[config.mk]
export PLATFORM = sky130hd
export DESIGN_NAME = fetch_stage_flat
export DESIGN_NICKNAME = d
export VERILOG_FILES = /design/src/rtl/fetch_stage_if.sv /design/src/rtl/fetch_stage.sv /design/src/flat_wrapper.sv
export SDC_FILE = /design/constraint.sdc
export NUM_CORES = 1
export LEC_CHECK = 0
export CAP_MARGIN = 30
export CORE_AREA = 2 2 125 97
export CTS_BUF_LIST = sky130_fd_sc_hd__clkbuf_2
export CTS_CLUSTER_SIZE = 10
export DETAILED_ROUTE_END_ITERATION = 6
export DIE_AREA = 0 0 127 99
export HOLD_SLACK_MARGIN = 0.02
export PLACE_DENSITY = 0.68
export SYNTH_ARGS = -nofsm -noshare
export SYNTH_HDL_FRONTEND = slang
export SYNTH_SLANG_ARGS = --single-unit
export TNS_END_PERCENT = 5
[constraint.sdc]
create_clock -name clock -period 7.5 [get_ports clock]
set_input_delay 1.125 -clock clock [delete_from_list [all_inputs] [get_ports clock]]
set_output_delay 1.125 -clock clock [all_outputs]
set_load 0.03 [all_outputs]
[src/rtl/fetch_stage_if.sv]
// Fetch-stage bundle: instruction-memory request/response plus the decode-facing
// instruction slot and redirect inputs. master = fetch stage, slave = environment.
interface fetch_stage_if #(
  parameter int PC_W   = 12,
  parameter int INSN_W = 32
) ();
  logic              imem_req;
  logic [PC_W-1:0]   imem_addr;
  logic              imem_ready;
  logic [INSN_W-1:0] imem_rdata;
  logic              stall;
  logic              redirect;
  logic [PC_W-1:0]   redirect_pc;
  logic [INSN_W-1:0] insn;
  logic [4:0]        opcode;
  logic [PC_W-1:0]   insn_pc;
  logic [PC_W-1:0]   pc_plus1;
  logic              insn_valid;

  modport master (
    output imem_req, imem_addr, insn, opcode, insn_pc, pc_plus1, insn_valid,
    input  imem_ready, imem_rdata, stall, redirect, redirect_pc
  );

  modport slave (
    input  imem_req, imem_addr, insn, opcode, insn_pc, pc_plus1, insn_valid,
    output imem_ready, imem_rdata, stall, redirect, redirect_pc
  );
endinterface

[src/rtl/fetch_stage.sv]
// Instruction fetch stage: owns the PC, fetches one word at a time, holds it for decode.
// Optional macro FETCH_PERF_EN adds perf_fetched / perf_squashed event counters.
module fetch_stage #(
  parameter int              PC_W     = 12,
  parameter int              INSN_W   = 32,
  parameter logic [PC_W-1:0] RESET_PC = '0
) (
  input  logic          clock,
  input  logic          reset,
  fetch_stage_if.master bus
`ifdef FETCH_PERF_EN
  ,
  output logic [31:0]   perf_fetched,
  output logic [31:0]   perf_squashed
`endif
);

  typedef enum logic [2:0] {S_IDLE, S_ISSUE, S_WAIT, S_PEND, S_DROP} state_t;

  state_t            state_q;
  logic [PC_W-1:0]   pc_q;
  logic [PC_W-1:0]   insn_pc_q;
  logic [INSN_W-1:0] insn_q;
  logic [INSN_W-1:0] pend_q;
  logic              insn_valid_q;

  logic              slot_free;
  logic              consume;
  logic [PC_W-1:0]   pc_inc_d;

  assign slot_free = !insn_valid_q || !bus.stall;
  assign consume   = insn_valid_q && !bus.stall && !bus.redirect;
  assign pc_inc_d  = pc_q + 1'b1;

  // A redirect cycle never issues, so the old path cannot leak a request.
  assign bus.imem_req   = (state_q == S_ISSUE) && slot_free && !bus.redirect;
  assign bus.imem_addr  = pc_q;
  assign bus.insn       = insn_q;
  assign bus.opcode     = insn_q[INSN_W-1 -: 5];
  assign bus.insn_pc    = insn_pc_q;
  assign bus.pc_plus1   = insn_pc_q + 1'b1;
  assign bus.insn_valid = insn_valid_q;

  always_ff @(posedge clock or posedge reset) begin
    if (reset) begin
      state_q      <= S_IDLE;
      pc_q         <= RESET_PC;
      insn_pc_q    <= '0;
      insn_q       <= '0;
      pend_q       <= '0;
      insn_valid_q <= 1'b0;
    end else if (bus.redirect) begin
      pc_q         <= bus.redirect_pc;
      insn_valid_q <= 1'b0;
      // An outstanding response still has to be swallowed before refetching.
      if ((state_q == S_WAIT || state_q == S_DROP) && !bus.imem_ready)
        state_q <= S_DROP;
      else
        state_q <= S_ISSUE;
    end else begin
      if (consume)
        insn_valid_q <= 1'b0;
      case (state_q)
        S_IDLE:  state_q <= S_ISSUE;
        S_ISSUE: if (slot_free) state_q <= S_WAIT;
        S_WAIT: begin
          if (bus.imem_ready) begin
            pc_q <= pc_inc_d;
            if (slot_free) begin
              insn_q       <= bus.imem_rdata;
              insn_pc_q    <= pc_q;
              insn_valid_q <= 1'b1;
              state_q      <= S_ISSUE;
            end else begin
              pend_q  <= bus.imem_rdata;
              state_q <= S_PEND;
            end
          end
        end
        S_PEND: begin
          // pc already advanced past the parked word.
          if (slot_free) begin
            insn_q       <= pend_q;
            insn_pc_q    <= pc_q - 1'b1;
            insn_valid_q <= 1'b1;
            state_q      <= S_ISSUE;
          end
        end
        S_DROP:  if (bus.imem_ready) state_q <= S_ISSUE;
        default: state_q <= S_IDLE;
      endcase
    end
  end

`ifdef FETCH_PERF_EN
  logic [31:0] perf_fetched_q;
  logic [31:0] perf_squashed_q;
  logic        squash_evt;

  assign squash_evt = bus.redirect &&
                      (insn_valid_q || state_q == S_PEND || state_q == S_WAIT);

  always_ff @(posedge clock or posedge reset) begin
    if (reset) begin
      perf_fetched_q  <= '0;
      perf_squashed_q <= '0;
    end else begin
      if (consume)    perf_fetched_q  <= perf_fetched_q + 32'd1;
      if (squash_evt) perf_squashed_q <= perf_squashed_q + 32'd1;
    end
  end

  assign perf_fetched  = perf_fetched_q;
  assign perf_squashed = perf_squashed_q;
`endif

endmodule
[src/flat_wrapper.sv]
// flat-port wrapper written by rule: the top's interface ports become plain ports
module fetch_stage_flat 
#(
  parameter int              PC_W     = 12,
  parameter int              INSN_W   = 32,
  parameter logic [PC_W-1:0] RESET_PC = '0
)
  (clock, reset, bus_imem_req, bus_imem_addr, bus_insn, bus_opcode, bus_insn_pc, bus_pc_plus1, bus_insn_valid, bus_imem_ready, bus_imem_rdata, bus_stall, bus_redirect, bus_redirect_pc);
  fetch_stage_if #(.PC_W(PC_W), .INSN_W(INSN_W)) bus_i ();
  input  logic clock;
  input  logic reset;
  output wire logic [$bits(bus_i.imem_req)-1:0] bus_imem_req;
  output wire logic [$bits(bus_i.imem_addr)-1:0] bus_imem_addr;
  output wire logic [$bits(bus_i.insn)-1:0] bus_insn;
  output wire logic [$bits(bus_i.opcode)-1:0] bus_opcode;
  output wire logic [$bits(bus_i.insn_pc)-1:0] bus_insn_pc;
  output wire logic [$bits(bus_i.pc_plus1)-1:0] bus_pc_plus1;
  output wire logic [$bits(bus_i.insn_valid)-1:0] bus_insn_valid;
  input wire logic [$bits(bus_i.imem_ready)-1:0] bus_imem_ready;
  input wire logic [$bits(bus_i.imem_rdata)-1:0] bus_imem_rdata;
  input wire logic [$bits(bus_i.stall)-1:0] bus_stall;
  input wire logic [$bits(bus_i.redirect)-1:0] bus_redirect;
  input wire logic [$bits(bus_i.redirect_pc)-1:0] bus_redirect_pc;
  assign bus_imem_req = bus_i.imem_req;
  assign bus_imem_addr = bus_i.imem_addr;
  assign bus_insn = bus_i.insn;
  assign bus_opcode = bus_i.opcode;
  assign bus_insn_pc = bus_i.insn_pc;
  assign bus_pc_plus1 = bus_i.pc_plus1;
  assign bus_insn_valid = bus_i.insn_valid;
  assign bus_i.imem_ready = bus_imem_ready;
  assign bus_i.imem_rdata = bus_imem_rdata;
  assign bus_i.stall = bus_stall;
  assign bus_i.redirect = bus_redirect;
  assign bus_i.redirect_pc = bus_redirect_pc;
  fetch_stage #(.PC_W(PC_W), .INSN_W(INSN_W), .RESET_PC(RESET_PC)) u_core (.clock(clock), .reset(reset), .bus(bus_i));
endmodule
After elaboration in Yosys (flattened, before gate mapping)
Index checks and enable logic that the tools add are counted.
{"block": "word_totals", "regBits": 92, "input_bits": 49, "output_inout_bits": 75, "word_cells": 65}
{"block": "op_classes", "addsub": 3, "n_eq_ne": 11, "muxes": 24, "n_bitwise": 2, "n_reduce_logical": 19}
{"cell": "two-way mux 32 bit", "count": 3}
{"cell": "two-way mux 12 bit", "count": 6}
{"cell": "case mux 32 bit (2 select lines)", "count": 1}
{"cell": "adder 12 x 1 -> 12 bit (second input constant)", "count": 2}
{"cell": "case mux 12 bit (2 select lines)", "count": 1}
{"cell": "two-way mux 3 bit", "count": 6}
{"cell": "case mux 3 bit (5 select lines)", "count": 1}
{"cell": "subtractor 12 x 1 -> 12 bit (second input constant)", "count": 1}
{"cell": "AND reduction 4 bit", "count": 2}
{"cell": "== test 3 x 2 -> 1 bit (second input constant)", "count": 2}
{"cell": "inequality test 3 x 2 -> 1 bit (second input constant)", "count": 2}
{"cell": "inequality test 3 bit (second input constant)", "count": 2}
{"cell": "nonzero test 2 bit", "count": 3}
{"cell": "logical AND 1 bit", "count": 5}
{"cell": "AND reduction 5 bit", "count": 1}
{"cell": "logical NOT 1 bit", "count": 4}
{"cell": "two-way mux 1 bit", "count": 4}
{"cell": "inequality test 2 x 1 -> 1 bit (second input constant)", "count": 2}
{"cell": "== test 3 x 1 -> 1 bit (second input constant)", "count": 1}
{"cell": "== test 3 bit (second input constant)", "count": 1}
{"cell": "logical NOT 3 bit", "count": 1}
{"cell": "logical OR 1 bit", "count": 2}
{"cell": "two-way mux 2 bit", "count": 1}
{"cell": "inequality test 2 bit (second input constant)", "count": 1}
{"cell": "3 further kinds", "count": 4}

Depth between registers and ports, before layout
{"block": "depth", "depth_word": 8, "depth_mapped": 7, "ltp_nobuf": 6}

Least setup slack after synthesis
OpenSTA, ideal clock, no wires.
{"block": "synth_timing", "path_kind": "input to output", "from": "in bus_redirect", "to": "out bus_imem_req", "t_arrival_ns": 2.217, "required_ns": 6.375, "slack_ns": 4.158, "stages": 3, "n_path_buf": 2, "path_cell_list": "clkbuf_1 -> buf_1 -> nor3_1"}
{"block": "synth_between", "elab_chain_len": 2}
{"item": "start, declared", "line": "flat_wrapper.sv:22", "rtl": "input wire logic [$bits(bus_i.redirect)-1:0] bus_redirect;"}
{"item": "logical NOT 1 bit", "line": "fetch_stage.sv:36", "rtl": "assign bus.imem_req = (state_q == S_ISSUE) && slot_free && !bus.redirect;"}
{"item": "logical AND 1 bit", "line": "fetch_stage.sv:36"}
{"item": "end, declared", "line": "flat_wrapper.sv:12", "rtl": "output wire logic [$bits(bus_i.imem_req)-1:0] bus_imem_req;"}
No other way between the ends.

Worst setup path in the final report
Same ends and word-level chain as after synthesis.

==> impl_metrics.json <==
{
  "grt.overflow.total": 0,
  "layout.nets": 605,
  "synth_seq_area_share_pct": 51.7,
  "finalPower_w": 0.00213,
  "drt-wirelength-per-cell_um": 15.0,
  "slew_headroom_pct": 30.9,
  "p_switching_w": 0.000945,
  "cp-endpoint": "bus_imem_req",
  "grt_pass1_vias": 3506,
  "synthAdderAreaFrac_pct": 0.842,
  "synth-edff-count": 0,
  "ant_nets": 0,
  "syn_inst": 454,
  "critPathLaunch": "bus_redirect",
  "multi_input_area_um2": 1930,
  "root_buffer": "clkbuf_2",
  "switching_share_pct": 44.4,
  "ys.flop_type": "dfrtp_1",
  "fillers": 1053,
  "vias_per_cell": 5.08,
  "htree_levels": 3,
  "timing.rr.start": "u_core.state_q[2]$_DFFE_PP0P_",
  "yosysUniqueCellTypes": 42,
  "wirelength_mm": 10.5,
  "fmax_mhz": 233,
  "finalNonFillerCells": 701,
  "antenna_found_initial": 1,
  "synthToLayoutAreaGrowth_pct": 29.9,
  "synth_most_common_cell": "dfrtp_1",
  "rsz0062_at_grt": "no",
  "pwr-share-clk_pct": 10.8,
  "post-route-period-util_pct": 57.2,
  "syn-num-nets": 506,
  "drv_slew": 0,
  "post_cts_buffers": 0,
  "synth-compound-area-share_pct": 8.68,
  "critPathArrivalTime_ps": 3170,
  "clk_path_buf_depth": 2,
  "peakVddDrop_mv": 0.160,
  "track_usage_pct": 17.5,
  "gp_congestion": 0.821,
  "rows": 34,
  "start_util_pct": 39.4,
  "yosysTopAreaCell": "dfrtp_1",
  "die_h_um": 99,
  "r2r-end": "u_core.bus.insn_pc[11]$_DFFE_PP0P_",
  "p_seq_share_pct": 36.6,
  "cts_hold_buf": 0,
  "tightest_slew_ps": 1030,
  "comb_power_share_pct": 52.6,
  "status": "complete, no violations",
  "cp_data_required_time_ps": 6380,
  "p_int_w": 0.00119,
  "seq_area_um2": 2300,
  "synth_top_family_by_area": "simple AND/OR/NAND/NOR gates",
  "tns_ps": 0,
  "cp_max_fo": 30,
  "synth_top_area_share_pct": 51.7,
  "cp-start-kind": "input port",
  "path_class": "in2out",
  "setup_viol": 0,
  "r2r_setup_slack_ps": 5220,
  "cts.repair.resized": 0,
  "synthArstFlopShare_pct": 100,
  "clk_latency_ps": 530,
  "hold_viol_final": 0,
  "drive_gt1_share_pct": 10.1,
  "period_needed_ps": 4290,
  "end_kind": "output port",
  "io_pins": 124,
  "hold_class": "reg2reg",
  "num_vias": 3561,
  "drv_cap": 0,
  "die_w_um": 127,
  "cts_sinks": 92,
  "ys_top_cells_by_area": "dfrtp_1, mux2_2, nand2_1, a31oi_1, nor2_1",
  "syn_area_um2": 4460,
  "grt_pass1_wl_mm": 17.5,
  "firstDrtPassIters": 4,
  "cts.clk_slew.worst_paths_ps": 220,
  "synth_xor_area_share_pct": 6.09,
  "power_density_nw_per_um2": 368,
  "die-area_um2": 12600,
  "synth_mux_area_share_pct": 8.34,
  "place_inst": 686,
  "tritoncts": "yes",
  "core_um2": 11300,
  "dpl.hpwl_mm": 7.09,
  "portBuffers": 123,
  "r2r_cells": 4,
  "ys_seq_elements": 92,
  "cts_buffers": 9,
  "leakagePower_nw": 2.41,
  "synth_commonest_cells": "dfrtp_1, nand2_1, nor2_1",
  "syn_area_per_cell_um2": 9.81,
  "synth_simple_gate_area_share_pct": 19.3,
  "drc": 0,
  "grt_max_degree": 89,
  "dr.first_iter.drc_count": 135,
  "clock_skew_ps": 12.7,
  "ys_warn_count": 0
}
==> layout make-up <==
cell class | instances | area share [%]
sequential | 92 | 39.8
clock buffer | 10 | 0.864
tap | 144 | 3.11
clock inverter | 4 | 0.735
multi-input combinational | 318 | 33.3
antenna | 1 | 0.0432
timing repair buffer | 127 | 21.8
inverter | 5 | 0.367
==> worst min-delay path by stage <==
stage / startpoint / endpoint / slack [ps] / cells after the start
global placement: u_core.pend_q[21]$_DFFE_PP0P_ / u_core.pend_q[21]$_DFFE_PP0P_ / 470 / 1
finish: u_core.pend_q[21]$_DFFE_PP0P_ / u_core.pend_q[21]$_DFFE_PP0P_ / 530 / 1
detailed placement: u_core.pend_q[21]$_DFFE_PP0P_ / u_core.pend_q[21]$_DFFE_PP0P_ / 490 / 1
CTS: u_core.pend_q[21]$_DFFE_PP0P_ / u_core.pend_q[21]$_DFFE_PP0P_ / 530 / 1
floorplan: u_core.pend_q[21]$_DFFE_PP0P_ / u_core.pend_q[21]$_DFFE_PP0P_ / 460 / 1
global route: u_core.pend_q[7]$_DFFE_PP0P_ / u_core.pend_q[7]$_DFFE_PP0P_ / 550 / 1
==> power groups by stage <==
stage / Sequential (W) / Combinational [W] / Clock (W)
floorplan: 0.00100 / 0.000458 / 0
global placement: 0.000785 / 0.00111 / 0
detailed placement: 0.000792 / 0.00113 / 0
CTS: 0.000782 / 0.00113 / 0.000244
global route: 0.000809 / 0.00120 / 0.000259
finish: 0.000781 / 0.00112 / 0.000230
==> stage by stage <==
stage | worst slack, ps | cell area [um^2] | utilization [%] | hold WS, ps
6_report | 3210 | 5790 | 51.2 | 527
4_1_cts | 3200 | 5790 | 51.1 | 532
2_1_floorplan | 3980 | 4460 | - | 458
3_3_place_gp | 3240 | 5690 | 50.3 | 468
3_5_place_dp | 3200 | 5690 | 50.3 | 485
5_1_grt | 3040 | 5790 | 51.2 | 553
==> sequential cells by signal (all words and copies together), names as in the netlist <==
signal	flops
u_core.bus.insn_valid	1
u_core.bus.insn_pc	12
u_core.bus.imem_addr	12
u_core.state_q	3
u_core.bus.insn	32
u_core.pend_q	32
==> cells by family (layout without fill, tap and decap cells) <==
kind of cell	count (synthesis)	after routing
xor+xnor	31	31
other cells	0	1
flops	92	92
fa+ha+maj	3	3
mux	33	33
simple gates	184	184
buf+inv	44	146
compound gates	67	67
==> cell usage in the layout (no fill, tap or decap), types with 2 or more instances in the layout <==
master	n
inv_1	4
a31oi_1	33
and4_1	2
o21ai_1	2
xnor2_1	19
and3_1	2
clkinv_1	2
xor2_1	12
mux2_2	32
nand3_1	11
nor4_1	5
clkdlybuf4s50_1	123
nor2_1	49
buf_4	4
nand4_1	7
clkbuf_2	10
ha_1	3
dfrtp_1	92
a21oi_1	15
nor3_1	7
o21ai_0	13
nand2_1	87
==> layer usage <==
metal	global-route usage (%)	vias up	wire (um)
li1	-	1741	-
met3	5.81	10	667
met5	0	-	0
met1	23.1	1712	4920
met4	4.90	0	101
met2	27.7	98	4820
==> worst max-delay path, cell delays in order <==
cell and delay [ps]:
clkdlybuf4s50_1 950, nor3_1 380, clkdlybuf4s50_1 710
No activity file was read; power rests on OpenSTA's default activity.
